<file path="config.mk">
export PLATFORM = sky130hd
export DESIGN_NAME = p405s_watchdogfitcontrol
export DESIGN_NICKNAME = d
export VERILOG_FILES = /design/src/rtl/p405s_watchdogfitcontrol.sv
export SDC_FILE = /design/constraint.sdc
export NUM_CORES = 1
export LEC_CHECK = 0
export CAP_MARGIN = 20
export CORE_MARGIN = 8
export CORE_UTILIZATION = 43
export DETAILED_ROUTE_END_ITERATION = 16
export GPL_TIMING_DRIVEN = 1
export MAX_ROUTING_LAYER = met4
export PLACE_DENSITY_LB_ADDON = 0.12
export SLEW_MARGIN = 20
export SYNTH_ARGS = -nofsm -noshare
export SYNTH_HDL_FRONTEND = slang
export SYNTH_SLANG_ARGS = --single-unit
</file>
<file path="constraint.sdc">
create_clock -name CB -period 1.9 [get_ports CB]
set_input_delay 0.38 -clock CB [delete_from_list [all_inputs] [get_ports CB]]
set_output_delay 0.38 -clock CB [all_outputs]
set_load 0.01 [all_outputs]
</file>
<file path="src/rtl/p405s_watchdogfitcontrol.sv">
// p405s_watchdogfitcontrol
//   Watchdog / fixed-interval timer (FIT) event sequencer for the timer unit.
//   The selected time-base tap bits are edge-detected. Each watchdog edge
//   moves the watchdog one step forward: ENW, then WIS, then a timed reset
//   request. Each FIT edge sets FIS. Software clears status bits by writing
//   ones with mtSPR.
//
//   Bit order: the architectural registers number bit 0 as the MSB. The
//   vectors here are declared descending, so bit 0 sits at the left end.
//   A literal such as 5'b10000 then reads exactly as the architectural
//   string ENW,WIS,WRS,WRS,FIS.
//     timerControlL2[9:8] WP   [7:6] WRC  [5] WIE  [4] DIE (unused)
//                   [3:2] FP   [1]   FIE  [0] ARE (unused)
//     tsrL2 / EXE_sprDataBus: [4] ENW  [3] WIS  [2:1] WRS  [0] FIS
//
// Ports
//   CB              core clock, all state changes on its rising edge
//   resetCore       synchronous active-high reset
//   timerControlL2  TCR contents (see bit map above)
//   wdTap, fitTap   time-base tap bits, selected by WP / FP
//   EXE_sprDataBus  mtSPR write data (write-one-to-clear mask)
//   PCL_mtSPR, PCL_sprHold, tsrDcd  SPR write qualification
//   tsrL2           timer status register
//   wdInt, fitInt   interrupt requests (status AND enable)
//   wdResetReq      reset type request, nonzero only while in RST
//   wdStateDbg      current watchdog state (0 = IDLE, 1 = RST)
//
// Handshake: there is no valid/ready traffic. An SPR write takes effect
// in any cycle where PCL_mtSPR & tsrDcd & ~PCL_sprHold is true. A held
// write has no effect at all.
module p405s_watchdogfitcontrol #(
  parameter int unsigned RST_CYCLES = 16
) (
  input  logic       CB,
  input  logic       resetCore,
  input  logic [9:0] timerControlL2,
  input  logic [3:0] wdTap,
  input  logic [3:0] fitTap,
  input  logic [4:0] EXE_sprDataBus,
  input  logic       PCL_mtSPR,
  input  logic       PCL_sprHold,
  input  logic       tsrDcd,
  output logic [4:0] tsrL2,
  output logic       wdInt,
  output logic       fitInt,
  output logic [1:0] wdResetReq,
  output logic       wdStateDbg
);

  typedef enum logic {IDLE = 1'b0, RST = 1'b1} wdState_t;

  localparam int ENW    = 4;
  localparam int WIS    = 3;
  localparam int FIS    = 0;
  localparam logic [7:0] CNT_LOAD = 8'(RST_CYCLES - 1);

  wdState_t   state, stateNext;
  logic [7:0] counter, counterNext;
  logic [1:0] rstTypeQ, rstTypeNext;
  logic [4:0] tsrNext, tsrClr;
  logic [3:0] wdTapQ, fitTapQ;

  logic [1:0] wp, wrc, fp;
  logic       wie, fie, clrEn, wdEvent, fitEvent;
  logic       unusedTcr;

  assign wp  = timerControlL2[9:8];
  assign wrc = timerControlL2[7:6];
  assign wie = timerControlL2[5];
  assign fp  = timerControlL2[3:2];
  assign fie = timerControlL2[1];
  assign unusedTcr = timerControlL2[4] ^ timerControlL2[0];

  // The edge is taken on the currently selected bit against its own
  // previous value. A WP/FP change therefore never produces a false edge.
  assign wdEvent  = wdTap[wp] & ~wdTapQ[wp];
  assign fitEvent = fitTap[fp] & ~fitTapQ[fp];
  assign clrEn    = PCL_mtSPR & tsrDcd & ~PCL_sprHold;

  // State register
  always_ff @(posedge CB) begin
    if (resetCore) begin
      state    <= IDLE;
      tsrL2    <= '0;
      counter  <= '0;
      rstTypeQ <= '0;
      wdTapQ   <= wdTap;
      fitTapQ  <= fitTap;
    end else begin
      state    <= stateNext;
      tsrL2    <= tsrNext;
      counter  <= counterNext;
      rstTypeQ <= rstTypeNext;
      wdTapQ   <= wdTap;
      fitTapQ  <= fitTap;
    end
  end

  // Next state. The software clear is applied first and the events are
  // evaluated on the cleared value, so a set from an event wins over a
  // clear of the same bit.
  always_comb begin
    tsrClr      = tsrL2 & ~(clrEn ? EXE_sprDataBus : 5'b00000);
    tsrNext     = tsrClr;
    stateNext   = state;
    counterNext = counter;
    rstTypeNext = rstTypeQ;
    if (fitEvent) tsrNext[FIS] = 1'b1;
    case (state)
      IDLE: begin
        if (wdEvent) begin
          if (!tsrClr[ENW]) begin
            tsrNext[ENW] = 1'b1;
          end else if (!tsrClr[WIS]) begin
            tsrNext[WIS] = 1'b1;
          end else if (wrc != 2'b00) begin
            tsrNext[2:1] = wrc;
            rstTypeNext  = wrc;
            counterNext  = CNT_LOAD;
            stateNext    = RST;
          end
        end
      end
      RST: begin
        // Watchdog edges are ignored here. The pulse length depends only on
        // the counter, and the request value comes from rstTypeQ. Clearing
        // WRS in software therefore does not change the pulse already running.
        if (counter == 8'd0) stateNext = IDLE;
        else                 counterNext = counter - 8'd1;
      end
    endcase
  end

  // Outputs
  always_comb begin
    wdInt      = tsrL2[WIS] & wie;
    fitInt     = tsrL2[FIS] & fie;
    wdResetReq = (state == RST) ? rstTypeQ : 2'b00;
    wdStateDbg = (state == RST);
  end

endmodule

</file>
==> results <==
- The run finished with clean final reports.
- The simple-gate area share of the yosys netlist is 23.4%.
- Yosys mapped a number of flops with a built-in enable equal to 0.
- After detailed routing, the average wire length per cell comes to 13.0 µm.
- The starting density of the core is 44.0%.
- The worst setup path is captured at a primary output.
- Per report_power, the clock group accounts for 29.2% of the total.
- The global-route layer with the greatest usage is met2.
- The half-perimeter wire length after detailed placement is 1940 µm.
- Internal power comes to 0.713 mW.
- After technology mapping, the gate count stands at 110.
- Wires add up to 2380 µm.
- Traced cell by cell, the critical path runs through and2_2 -> clkdlybuf4s50_1.
- Data arrives at the worst endpoint at 1.43 ns.
- The worst setup path is of the reg -> out kind.
- The combinational family with the most area after synthesis is simple AND/OR/NAND/NOR gates.
- The floorplan step set the die width to 65.6 µm.
- The number of hold-slack violations in the final timing report is 0.
- The worst path needs 1.81 ns of the cycle, external delays included.
- Compared with the post-synthesis result, the final layout area differs by 44.2%.
- The sequential cell fraction of total power is 57.5%.
- The antenna violation net count after detailed routing is 0.
- The cell type with the largest total area after synthesis is sky130_fd_sc_hd__dfxtp_1.
- The TritonCTS clock tree is done.
- Once placement finished, the instance area stood at 1490 µm².
- The met3 track demand over resource in global routing is 4.93%.
- The number of global-route vias before repair is 991.
- The switching power summed over all nets is 0.196 mW.
- The synthesized net count is 140.
- The library cells used most frequently in the layout, excluding fill and tap cells, are sky130_fd_sc_hd__clkdlybuf4s50_1, sky130_fd_sc_hd__dfxtp_1, sky130_fd_sc_hd__inv_1.
- The layout net count is 184.
- The number of violations of the max-capacitance limit is 0.
- The utilization after layout is 63.4%.
- The clock drives 24 sinks.
- The count of vias placed by the detailed router is 944.
- The part of the Yosys area used for sequential elements is 45.3%.
- Tracing the worst setup path back leads to its startpoint at wdStateDbg.
- The delay of the slowest cell on the worst path is 0.54 ns.
- The final hold slack is 0.522 ns.
- The worst hold path begins at wdTap[2].
- The commonest non-fill, non-tap cell in the layout is sky130_fd_sc_hd__clkdlybuf4s50_1.
- The synthesized cell area is 1060 µm².
- The number of remaining DRC errors is 0.
- The violation count after the first detailed-route iteration is 23.
- The clock latency of the later-clocked register in the worst-skew pair is 0.31 ns.
- The area of all placed cells without fillers is 1530 µm².
- The synthesized netlist devotes 18.9% of its cell area to compound gates.
- The number of pins with negative max-slew slack in the final report is 0.
- The cts-stage hold buffer count is 0.
- Setup violations remaining at the end of the flow were counted as 0.
- The static leakage power is 0.589 nW.
- The clock passes through at most 2 buffers.
- The via density per instance is 5.16.
- In this run the worst hold path is classified as in -> reg.
- The number of antenna diodes in the final layout is 0.
- The maximum vdd ir drop is 0.390 mV.
- The most used flip-flop cell after synthesis is sky130_fd_sc_hd__dfxtp_1.
- The average instance in the mapped netlist occupies 9.63 µm².
- During I/O placement, the number of pins put on the boundary was 38.
- The first global-routing pass estimated 4220 µm of wire.
- The worst pin sits at a relative slew slack of 62.5%.
- For met2 alone, demand over resource in global routing was 20.2%.
- CTS built an H-tree with a depth of 1.
- The startpoint identified for the worst register-to-register timing path is counter[0].
- In this run the clock root is driven by a sky130_fd_sc_hd__clkbuf_4.
- The die area is 4310 µm².
- After floorplanning, the core was divided into 18 placement rows.
- After global routing the overflow that remains totals 0.
- The async set-reset flop share out of synthesis is 0%.
- The weighted congestion at the end of routability-driven global placement is 0.831.
- Dividing the final minimum period by the clock period gives 95.5%.
- Global routing consumed, over all layers together, 12.8% of the routing resources.
- Entering global routing, the biggest net connects 17 pins.
- The pin slew with the least headroom to its limit is 0.561 ns.
- For this run, global-route usage on met1 was measured as 14.1%.
- The critical path required time is 1.52 ns.
- Of the total power, combinational logic draws 13.3%.
- The synthesized design contains 24 register bits.
- The total area inside the core boundary comes to 2410 µm².
- Of all nets on the critical path, the largest fanout is 8.
- After synthesis, the cell types taking the most area are sky130_fd_sc_hd__dfxtp_1, sky130_fd_sc_hd__a21oi_1, sky130_fd_sc_hd__inv_1, sky130_fd_sc_hd__nor2b_1, sky130_fd_sc_hd__o2bb2ai_1.
- The post-route clock skew is 0.00591 ns.
- The number of warnings reported in the yosys synthesis log is 0.
- The critical-path cell with the highest stage delay is sky130_fd_sc_hd__clkdlybuf4s50_1.
- STA classifies the critical path startpoint as a flip-flop.
- Of the post-synthesis cell area, the part taken by muxes is 2.13%.
- The initial antenna violation count is 0.
- The total of fill cells in the finished design is 204.
- The proportion of layout cells with a drive suffix above 1 is 12.4%.
- The die is 65.6 µm tall.
- The number of different library cells used by synthesis comes to 36.
- In this run, CTS created clock tree buffers numbering 3.
- Based on the critical path, the design can be clocked at up to 0.551 GHz.
- The number of input and output port buffers inserted is 35.
- After clock tree synthesis, the clock-pin slew on the worst setup and hold paths is 0.12 ns.
- The first TritonRoute pass finished after 4 iterations.
- The power density normalized to cell area is 595 nW/µm².
- Net switching is 21.6% of the power.
- The fraction of the mapped netlist area in adder cells is 2.36%.
- In this run the biggest area consumer among cell types represents 45.3% of the synthesized area.
- After Yosys synthesis, XOR and XNOR cells account for 3.31% of the synthesized area.
- Setup repair after global routing left no endpoint under its margin.
power groups by stage:
stage	clock network, mW	registers, mW	logic, mW
after detailed placement	0	0.535	0.122
after global routing	0.296	0.525	0.132
after global placement	0	0.534	0.119
after CTS	0.275	0.524	0.122
final	0.266	0.523	0.121
after floorplan	0	0.536	0.0378
Yosys cell counts (2+ instances only):
| cell | n |
|---|---|
| sky130_fd_sc_hd__nor3_1 | 4 |
| sky130_fd_sc_hd__xnor2_1 | 4 |
| sky130_fd_sc_hd__a211oi_1 | 2 |
| sky130_fd_sc_hd__nor4_1 | 3 |
| sky130_fd_sc_hd__o21ai_0 | 4 |
| sky130_fd_sc_hd__and2_2 | 2 |
| sky130_fd_sc_hd__a21oi_1 | 9 |
| sky130_fd_sc_hd__ha_1 | 2 |
| sky130_fd_sc_hd__clkbuf_1 | 2 |
| sky130_fd_sc_hd__nor2b_1 | 6 |
| sky130_fd_sc_hd__o2bb2ai_1 | 4 |
| sky130_fd_sc_hd__and2_1 | 2 |
| sky130_fd_sc_hd__dfxtp_1 | 24 |
| sky130_fd_sc_hd__inv_1 | 11 |
| sky130_fd_sc_hd__nand2_1 | 3 |
| sky130_fd_sc_hd__nor2_1 | 7 |
| sky130_fd_sc_hd__nand4_1 | 2 |
metal layers:
| metal | vias to the layer above | share of wire [%] |
|---|---|---|
| met4 | 0 | 0.80 |
| met1 | 433 | 45 |
| li1 | 481 | - |
| met3 | 2 | 5.4 |
| met2 | 28 | 49 |
| met5 | - | 0 |
cell type report:
type,count,area [µm²],area share (%)
Multi-Input combinational cell,73,531,34.7
Sequential cell,24,482,31.5
Timing Repair Buffer,41,400,26.2
Inverter,11,41.3,2.70
Tap cell,30,37.5,2.46
Clock buffer,4,36.3,2.38
stage by stage:
| step | power (mW) | instances | worst slack [ns] | TNS [ns] |
|---|---|---|---|---|
| finish | 0.910 | 183 | 0.0864 | 0 |
| global route | 0.954 | 183 | 0.0126 | 0 |
| CTS | 0.921 | 183 | 0.0131 | 0 |
| detailed placement | 0.657 | 179 | -0.102 | -0.861 |
| global placement | 0.653 | 179 | -0.0640 | -0.522 |
| floorplan | 0.573 | 110 | 0.274 | 0 |
logic make-up after synthesis:
logic type,after synthesis
flops,24
xor+xnor,4
fa+ha+maj,2
compound gates,27
simple gates,39
buf+inv,13
mux,1
timing repair:
item,CTS,global route
endpoints found under the setup margin,2,2
gates resized for setup,1,2
setup buffers,0,0
worst paths after layout:
path,cells after the start,slack (ns),endpoint
min reg2reg,2,0.53,tsrL2[0]
max reg2reg,7,0.22,counter[7]
min,1,0.52,wdTapQ[2]
max,2,0.09,wdResetReq[0]
critical path: cells and delay by family (launching register included):
family | cells | cell delay (ns)
buf+inv | 1 | 0.54
flops | 1 | 0.42
simple gates | 1 | 0.16
flip-flops by register name (all words and copies together), names as in the netlist:
name and count:
wdTapQ 4, counter 8, wdStateDbg 1, tsrL2 5, rstTypeQ 2, fitTapQ 4
Power figures use the tool's default switching activity.
